File: src/rtl/fifo_pkg.sv
// ---------------------------------------------------------------------------
// fifo_pkg
// Shared definitions for the width-changing FIFO family (widening and
// shrinking variants). Holds the ratio helpers and the lane-order constant.
// Both FIFOs use the same lane order, so a shrink followed by a widen
// reproduces the original wide word.
//   shrink_f      : number of narrow lanes per wide word (DWI/DWO)
//   shrink_bit_f  : log2 of that ratio (lane-index width)
//   lane_phys_f   : maps a logical lane (read order) to its bit-slice index
// ---------------------------------------------------------------------------
package fifo_pkg;

    // Lane 0 (least-significant slice) is transferred first.
    localparam bit LANE_LSB_FIRST = 1'b1;

    function automatic int shrink_f(input int dwi, input int dwo);
        return dwi / dwo;
    endfunction

    function automatic int shrink_bit_f(input int dwi, input int dwo);
        return $clog2(dwi / dwo);
    endfunction

    function automatic int lane_phys_f(input int lane, input int shrink);
        return LANE_LSB_FIRST ? lane : (shrink - 1 - lane);
    endfunction

endpackage : fifo_pkg

File: src/rtl/ramdp_shrink.sv
// ---------------------------------------------------------------------------
// ramdp_shrink
// Single-clock dual-port RAM: wide write port, narrow registered read port.
// The read address carries the word index in its upper bits and the lane
// index in its low SHRINK_BIT bits; the lane mux sits in front of the
// output register.
//   clk    : clock for both ports
//   rstn   : synchronous active-low reset (clears the read register only)
//   we     : write enable
//   waddr  : wide-word write address (AWI bits)
//   wdata  : wide write data (DWI bits)
//   re     : read enable; rdata holds when low
//   raddr  : narrow-unit read address (AWO bits)
//   rdata  : registered narrow read data (DWO bits)
// ---------------------------------------------------------------------------
module ramdp_shrink
    import fifo_pkg::*;
#(
    parameter int AWI = 3,
    parameter int AWO = 5,
    parameter int DWI = 16,
    parameter int DWO = 4
) (
    input  logic           clk,
    input  logic           rstn,
    input  logic           we,
    input  logic [AWI-1:0] waddr,
    input  logic [DWI-1:0] wdata,
    input  logic           re,
    input  logic [AWO-1:0] raddr,
    output logic [DWO-1:0] rdata
);

    localparam int SHRINK     = shrink_f(DWI, DWO);
    localparam int SHRINK_BIT = shrink_bit_f(DWI, DWO);

    // Storage is never reset; stale contents are unreachable once the
    // pointers are cleared.
    logic [DWI-1:0] mem_q [2**AWI];
    logic [DWI-1:0] word_sel;
    logic [DWO-1:0] lane_sel;
    logic [DWO-1:0] rdata_q;
    logic [DWO-1:0] rdata_d;

    always_ff @(posedge clk) begin
        if (we) begin
            mem_q[waddr] <= wdata;
        end
    end

    always_comb begin
        word_sel = mem_q[raddr[AWO-1:SHRINK_BIT]];
        lane_sel = word_sel[lane_phys_f(int'(raddr[SHRINK_BIT-1:0]), SHRINK)*DWO +: DWO];
        rdata_d  = re ? lane_sel : rdata_q;
    end

    always_ff @(posedge clk) begin
        if (!rstn) begin
            rdata_q <= '0;
        end else begin
            rdata_q <= rdata_d;
        end
    end

    assign rdata = rdata_q;

endmodule : ramdp_shrink

File: src/rtl/fifo_shrink_sync.sv
// ---------------------------------------------------------------------------
// fifo_shrink_sync
// Single-clock FIFO with width reduction: DWI-bit words in, DWO-bit units
// out, least-significant lane first. Status flags are combinational from
// the registered binary pointers.
//   clk        : clock
//   rstn       : synchronous active-low reset
//   winc       : write request (dropped while wfull)
//   wdata      : wide write data
//   rinc       : read request (dropped while rempty)
//   rdata      : registered narrow read data, valid the cycle after a pop
//   wfull      : fewer than SHRINK free narrow slots (no room for a word)
//   rempty     : no narrow unit stored
//   prog_empty : stored units <= PROG_EMPTY_DEPTH
//   count      : stored narrow units, 0..2^AWO
// AWO must equal AWI + log2(DWI/DWO); DWI must be a power-of-two multiple
// (>= 2x) of DWO.
// ---------------------------------------------------------------------------
module fifo_shrink_sync
    import fifo_pkg::*;
#(
    parameter int AWI              = 3,
    parameter int AWO              = 5,
    parameter int DWI              = 16,
    parameter int DWO              = 4,
    parameter int PROG_EMPTY_DEPTH = 4
) (
    input  logic           clk,
    input  logic           rstn,
    input  logic           winc,
    input  logic [DWI-1:0] wdata,
    input  logic           rinc,
    output logic [DWO-1:0] rdata,
    output logic           wfull,
    output logic           rempty,
    output logic           prog_empty,
    output logic [AWO:0]   count
);

    localparam int SHRINK     = shrink_f(DWI, DWO);
    localparam int SHRINK_BIT = shrink_bit_f(DWI, DWO);

    localparam logic [AWO:0] FULL_LIM = (AWO+1)'((1 << AWO) - SHRINK);
    localparam logic [AWO:0] PE_LIM   = (AWO+1)'(PROG_EMPTY_DEPTH);

    logic [AWI:0] wptr_q, wptr_d;
    logic [AWO:0] rptr_q, rptr_d;
    logic         w_acc;
    logic         r_acc;
    logic [AWO:0] count_w;

    // The write pointer scaled to narrow units shares the read pointer's
    // wrap period, so a plain modular subtraction is the occupancy and the
    // extra MSB separates full from empty.
    assign count_w    = {wptr_q, {SHRINK_BIT{1'b0}}} - rptr_q;

    assign rempty     = (count_w == '0);
    // Writes are whole words: any partially drained word still occupies its
    // slot, so the threshold leaves room for exactly SHRINK units.
    assign wfull      = (count_w > FULL_LIM);
    assign prog_empty = (count_w <= PE_LIM);
    assign count      = count_w;

    assign w_acc = winc & ~wfull;
    assign r_acc = rinc & ~rempty;

    always_comb begin
        wptr_d = wptr_q;
        rptr_d = rptr_q;
        if (w_acc) begin
            wptr_d = wptr_q + 1'b1;
        end
        if (r_acc) begin
            rptr_d = rptr_q + 1'b1;
        end
    end

    always_ff @(posedge clk) begin
        if (!rstn) begin
            wptr_q <= '0;
            rptr_q <= '0;
        end else begin
            wptr_q <= wptr_d;
            rptr_q <= rptr_d;
        end
    end

    ramdp_shrink #(
        .AWI (AWI),
        .AWO (AWO),
        .DWI (DWI),
        .DWO (DWO)
    ) u_ram (
        .clk   (clk),
        .rstn  (rstn),
        .we    (w_acc),
        .waddr (wptr_q[AWI-1:0]),
        .wdata (wdata),
        .re    (r_acc),
        .raddr (rptr_q[AWO-1:0]),
        .rdata (rdata)
    );

endmodule : fifo_shrink_sync

File: config.mk
export PLATFORM = sky130hd
export DESIGN_NAME = fifo_shrink_sync
export DESIGN_NICKNAME = d
export VERILOG_FILES = /design/src/rtl/fifo_pkg.sv /design/src/rtl/ramdp_shrink.sv /design/src/rtl/fifo_shrink_sync.sv
export SDC_FILE = /design/constraint.sdc
export NUM_CORES = 1
export LEC_CHECK = 0
export BUFFER_PORTS_ARGS = -buffer_cell sky130_fd_sc_hd__buf_4
export CELL_PAD_IN_SITES_DETAIL_PLACEMENT = 0
export CELL_PAD_IN_SITES_GLOBAL_PLACEMENT = 1
export CORE_UTILIZATION = 51
export DETAILED_ROUTE_END_ITERATION = 8
export PLACE_DENSITY = 0.78
export SETUP_SLACK_MARGIN = 0.2
export SLEW_MARGIN = 20
export SYNTH_ARGS = -nofsm -noshare
export SYNTH_HDL_FRONTEND = slang
export SYNTH_SLANG_ARGS = --single-unit
File: constraint.sdc
create_clock -name clk -period 4.3 [get_ports clk]
set_input_delay 0.86 -clock clk [delete_from_list [all_inputs] [get_ports clk]]
set_output_delay 0.86 -clock clk [all_outputs]
set_load 0.01 [all_outputs]
; ---- After elaboration in Yosys (flattened, before gate mapping)
; Memory sizes are Yosys's and may differ from the RTL's. A register that Yosys moved wholly into a read port is not among the register bits.
; Index checks and enable logic that the tools add are counted.
[word_totals]
output_inout_bits = 13
inputBits = 20
latchBits = 0
romBits = 0
ram_bits = 128
n_memories = 1
regBits = 14
[op_classes]
n_reduce_logical = 1
magnitude_cmp = 2
eq_ne = 0
n_shift = 1
n_mux = 4
bitwise = 4
n_div = 0
n_mul = 0
n_addsub = 3
[memory_table]
columns = name, words, word_bits, rd, rd_ports_with_merged_regs, wr, line_no
row1 = u_ram.mem_q, 8, 16, 1, 1, 1, ramdp_shrink.sv:39  ; logic [DWI-1:0] mem_q [2**AWI];
[ops]
columns = operator, count
row1 = variable part select 16 x 5 -> 4 bit, 1
row2 = adder 6 x 1 -> 6 bit (second input constant), 1
row3 = greater-than comparator 6 x 5 -> 1 bit (second input constant), 1
row4 = <= comparator 6 x 3 -> 1 bit (second input constant), 1
row5 = zero test 6 bit, 1
row6 = two-way mux 3 bit, 2
row7 = subtractor 6 bit, 1
row8 = adder 4 x 1 -> 4 bit (second input constant), 1
row9 = bitwise AND 1 bit, 2
row10 = two-way mux 1 bit, 2
row11 = NOT 1 bit, 2

; ---- Logic depth before layout (Yosys ltp)
[logic_depth]
ltp_word = 6
depth_mapped = 9
ltp_nobuf = 8

; ---- Modules after synthesis
; Synthesis repeated with hierarchy kept, for this count alone.
[unflattened]
cells_unflattened = 377
hier_area_um2 = 5924.4
[modules_own_cells]
columns = module, instances, area_each_um2, cells_per_inst
row1 = ramdp_shrink, 1, 5192.5, 291
row2 = fifo_shrink_sync, 1, 732.0, 86

; ---- Least setup slack after synthesis
; No wires, ideal clock.
[synth_path]
path_kind = register -> register
from = register rptr_q[2]
to = memory u_ram.mem_q[0][0] (enable)
arrival_ns = 3.064
stages_incl_launch_ff = 9
setup_slack_ns = 0.827
synth_period_minus_slack_ns = 3.473
path_buffers = 0
cell_sequence = dfxtp_1 -> inv_1 -> ha_1 -> or3_1 -> o22ai_2 -> xnor2_2 -> a311oi_2 -> nand2b_1 -> nor3_1
[synth_between]
elab_chain_cells = 6
[synth_lines]
columns = item, line_no
row1 = start: declaration, fifo_shrink_sync.sv:47  ; logic [AWO:0] rptr_q, rptr_d;
row2 = start signal: assignment, fifo_shrink_sync.sv:84  ; rptr_q <= rptr_d;
row3 = subtractor 6 bit, fifo_shrink_sync.sv:55  ; assign count_w = {wptr_q, {SHRINK_BIT{1'b0}}} - rptr_q;
row4 = net count[5], fifo_shrink_sync.sv:37  ; output logic [AWO:0] count
row5 = greater-than comparator 6 x 5 -> 1 bit, fifo_shrink_sync.sv:60  ; assign wfull = (count_w > FULL_LIM);
row6 = NOT 1 bit, fifo_shrink_sync.sv:64  ; assign w_acc = winc & ~wfull;
row7 = bitwise AND 1 bit, fifo_shrink_sync.sv:64
row8 = two-way mux 1 bit, ramdp_shrink.sv:46  ; if (we) begin
row9 = two-way mux 1 bit (implied by the code), ramdp_shrink.sv:47  ; mem_q[waddr] <= wdata;
row10 = end: declaration, ramdp_shrink.sv:39
; The timed path passes the listed nets, and every way through them passes these cells.

; ---- Worst setup path after layout
[layout_path]
from = register rptr_q[1]
to = output prog_empty
[layout_between]
elab_chain_cells = 2
[layout_lines]
columns = item, line_no
row1 = subtractor 6 bit, fifo_shrink_sync.sv:55
row2 = <= comparator 6 x 3 -> 1 bit, fifo_shrink_sync.sv:61  ; assign prog_empty = (count_w <= PE_LIM);
row3 = end: declaration, fifo_shrink_sync.sv:36  ; output logic prog_empty,
; Every way passes these cells.

==> metrics.csv <==
metric,value,unit
final wirelength,12.3,mm
num rows,39,
post_cts resized,0,
min cycle time layout,3.37,ns
routability cong.,0.792,
Num CTS Buffers,17,
# fillers,868,
CTS tree,done,
outcome,finished with violations,
die area,12400,µm²
P_leak,2.32,nW
clk slew on worst S/H paths,0.06,ns
Post-Syn Area,6100,µm²
Starting Density,0.530,
Max VDD drop,0.396,mV
Final period util,0.784,
Max H-tree Level,4,
register area share after synthesis,0.686,
1st-iter DRT viols,300,
Place WS,1.35,ns
crit path capture type,output pin,
register area,4190,µm²
Layout Utilization,0.618,
WL/cell,20.7,µm
synthesized flop and latch total,145,
crit-path max FO,13,
Least-Margin Pin Slew,0.896,ns
GRT overflow,0,
distinct cell type count after synthesis,47,
clk_lat worst skew,0.42,ns
min-delay worst type,reg2reg,
"area leader, netlist",edfxtp_1,
Post-Syn Instances,396,
slew margin rel.,0.402,
ANT nets after route,0,
largest net degree at the start of global routing,27,
dominant cells by area after synthesis,"edfxtp_1, mux4_2, dfxtp_1",
setup TNS,0,ns
RSZ-0062 raised after global routing,no,
placed instance count,561,
Mapped Nets,422,
Worst Path Arrival,2.51,ns
vias per cell,5.95,
Sink Count,145,
global-route wire length before repair,19.4,mm
crit start category,register,
IO Port Bufs,32,
Hold WS,0.463,ns
pwr dens,598,nW/µm²
Clock Skews,0.00905,ns
non-filler instance count after layout,593,
Remaining DRCs,4,
via count,3527,
Max clock buf depth,2,
dpl hpwl,7.67,mm
setup ws final,0.928,ns
final hold violation count,0,
Synth async-reset ratio,0,
post-CTS setup buffers,0,
CP required,3.44,ns
root buf cell,clkbuf_16,
# setup viols final,0,
f_max,297,MHz
Post-CTS Hold Fix Bufs,0,
Multi-input gate area,1780,µm²
Yosys warning count,0,
Nets,463,
io pins,33,
GR Util All Layers,0.216,
Post-synth EDFFs,128,
ratio of cells with drive above 1 in the final layout,0.256,
MaxCap Viol Count,0,
area grow syn2layout,16.7,%
Die Y,111,µm
core area,11500,µm²
DIE WIDTH,111,µm
failing checks,DRC,
ys flop type,edfxtp_1,
CP Class,reg2out,
First-pass DRT Iterations,7,
vias in the first global route,3484,
number of antenna diodes,0,
initial antenna violation count,0,
max-slew violations,0,
Yosys top cell area share,0.630,
syn_area_per_cell,15.4,µm²
Yosys cell counts (2+ instances only):
cell,instances
a21oi_1,16
o21ai_0,22
nor2b_1,3
ha_1,6
mux2_2,8
o221ai_1,2
inv_1,10
nor3_1,4
clkbuf_1,12
or3_1,5
mux2i_1,17
a221o_1,2
a31oi_1,7
nor2_1,14
o21ai_1,7
dfxtp_1,17
mux4_2,20
buf_2,5
nand2b_1,5
a22o_1,2
o211ai_1,8
nand2_1,26
nand3_1,12
buf_1,2
nand4_1,3
a211oi_1,2
o31ai_1,3
edfxtp_1,128
xnor2_1,6
and2_1,2
o22ai_1,4
flip-flops by register name (all words and copies together), names as in the netlist, named ones only:
name,cells
rptr_q,6
u_ram.rdata,4
u_ram.mem_q,128
wptr_q,4
critical path, cell delays in order, from the launching register on:
cell	delay [ns]
dfxtp_1	0.63
inv_1	0.13
ha_1	0.25
nand2_1	0.17
a21oi_1	0.13
xor2_2	0.20
or3_1	0.35
nor2_1	0.11
buf_4	0.13
path summary, 6_finish.rpt:
path / startpoint / endpoint / slack (ns) / depth (start not counted)
worst max-delay path: rptr_q[1] / prog_empty / 0.93 / 8
worst min-delay path: u_ram.rdata[2] / u_ram.rdata[2] / 0.46 / 2
worst max register to register: rptr_q[1] / u_ram.mem_q[1][5] / 1.34 / 9
worst min register to register: u_ram.rdata[2] / u_ram.rdata[2] / 0.46 / 2
cell type report:
cell class | instances | share of cell area
inverters | 12 | 0.00633
clock inverters | 15 | 0.0225
flip-flops and latches | 145 | 0.588
clock buffers | 17 | 0.0598
multi-input cells | 217 | 0.250
repair buffers | 44 | 0.0482
well taps | 143 | 0.0251
per-stage QoR:
stage               total power (W)  cell area [µm²]
floorplan                   0.00247             6100
global placement            0.00284             6530
detailed placement          0.00286             6530
CTS                         0.00429             7120
global route                0.00445             7120
finish                      0.00425             7120
placed cells by master (no fill, tap or decap), types with 4 or more instances in the layout:
cell        netlist  routed
ha_1              6       6
nor2_1           14      14
a31oi_1           7       7
edfxtp_1        128     128
o21ai_0          22      22
dfxtp_1          17      16
xnor2_1           6       6
or3_1             5       5
o21ai_1           7       7
buf_4             1      43
a21oi_1          16      16
clkbuf_16         0      17
nand3_1          12      12
clkinvlp_4        0       5
mux2_2            8       8
nand2b_1          5       5
inv_1            10      10
o211ai_1          8       8
mux2i_1          17      17
mux4_2           20      20
o22ai_1           4       4
nand2_1          26      26
power breakdown:
part           internal (W)  switching, W
combinational      0.000450      0.000599
sequential          0.00170     0.0000718
clock              0.000857      0.000577
total               0.00301       0.00125
cell families (layout without fill, tap and decap cells):
family	Yosys count	after routing	share of synthesized area
flip-flops	145	145	0.686
AO/OA/AOI/OAI	80	80	0.0851
AND/OR/NAND/NOR	77	77	0.0605
multiplexers	45	45	0.117
buffers and inverters	34	88	0.0240
XOR/XNOR	9	9	0.0154
adder cells (fa/ha/maj)	6	6	0.0123
metal layers:
| layer | global-route usage | part of all wire | wire length [µm] |
|---|---|---|---|
| met1 | 0.293 | 0.43 | 5340 |
| met2 | 0.341 | 0.49 | 6000 |
| met3 | 0.0604 | 0.065 | 804 |
| met4 | 0.0685 | 0.012 | 142 |
| met5 | 0 | 0 | 0 |
(Power assumes the default switching activity.)
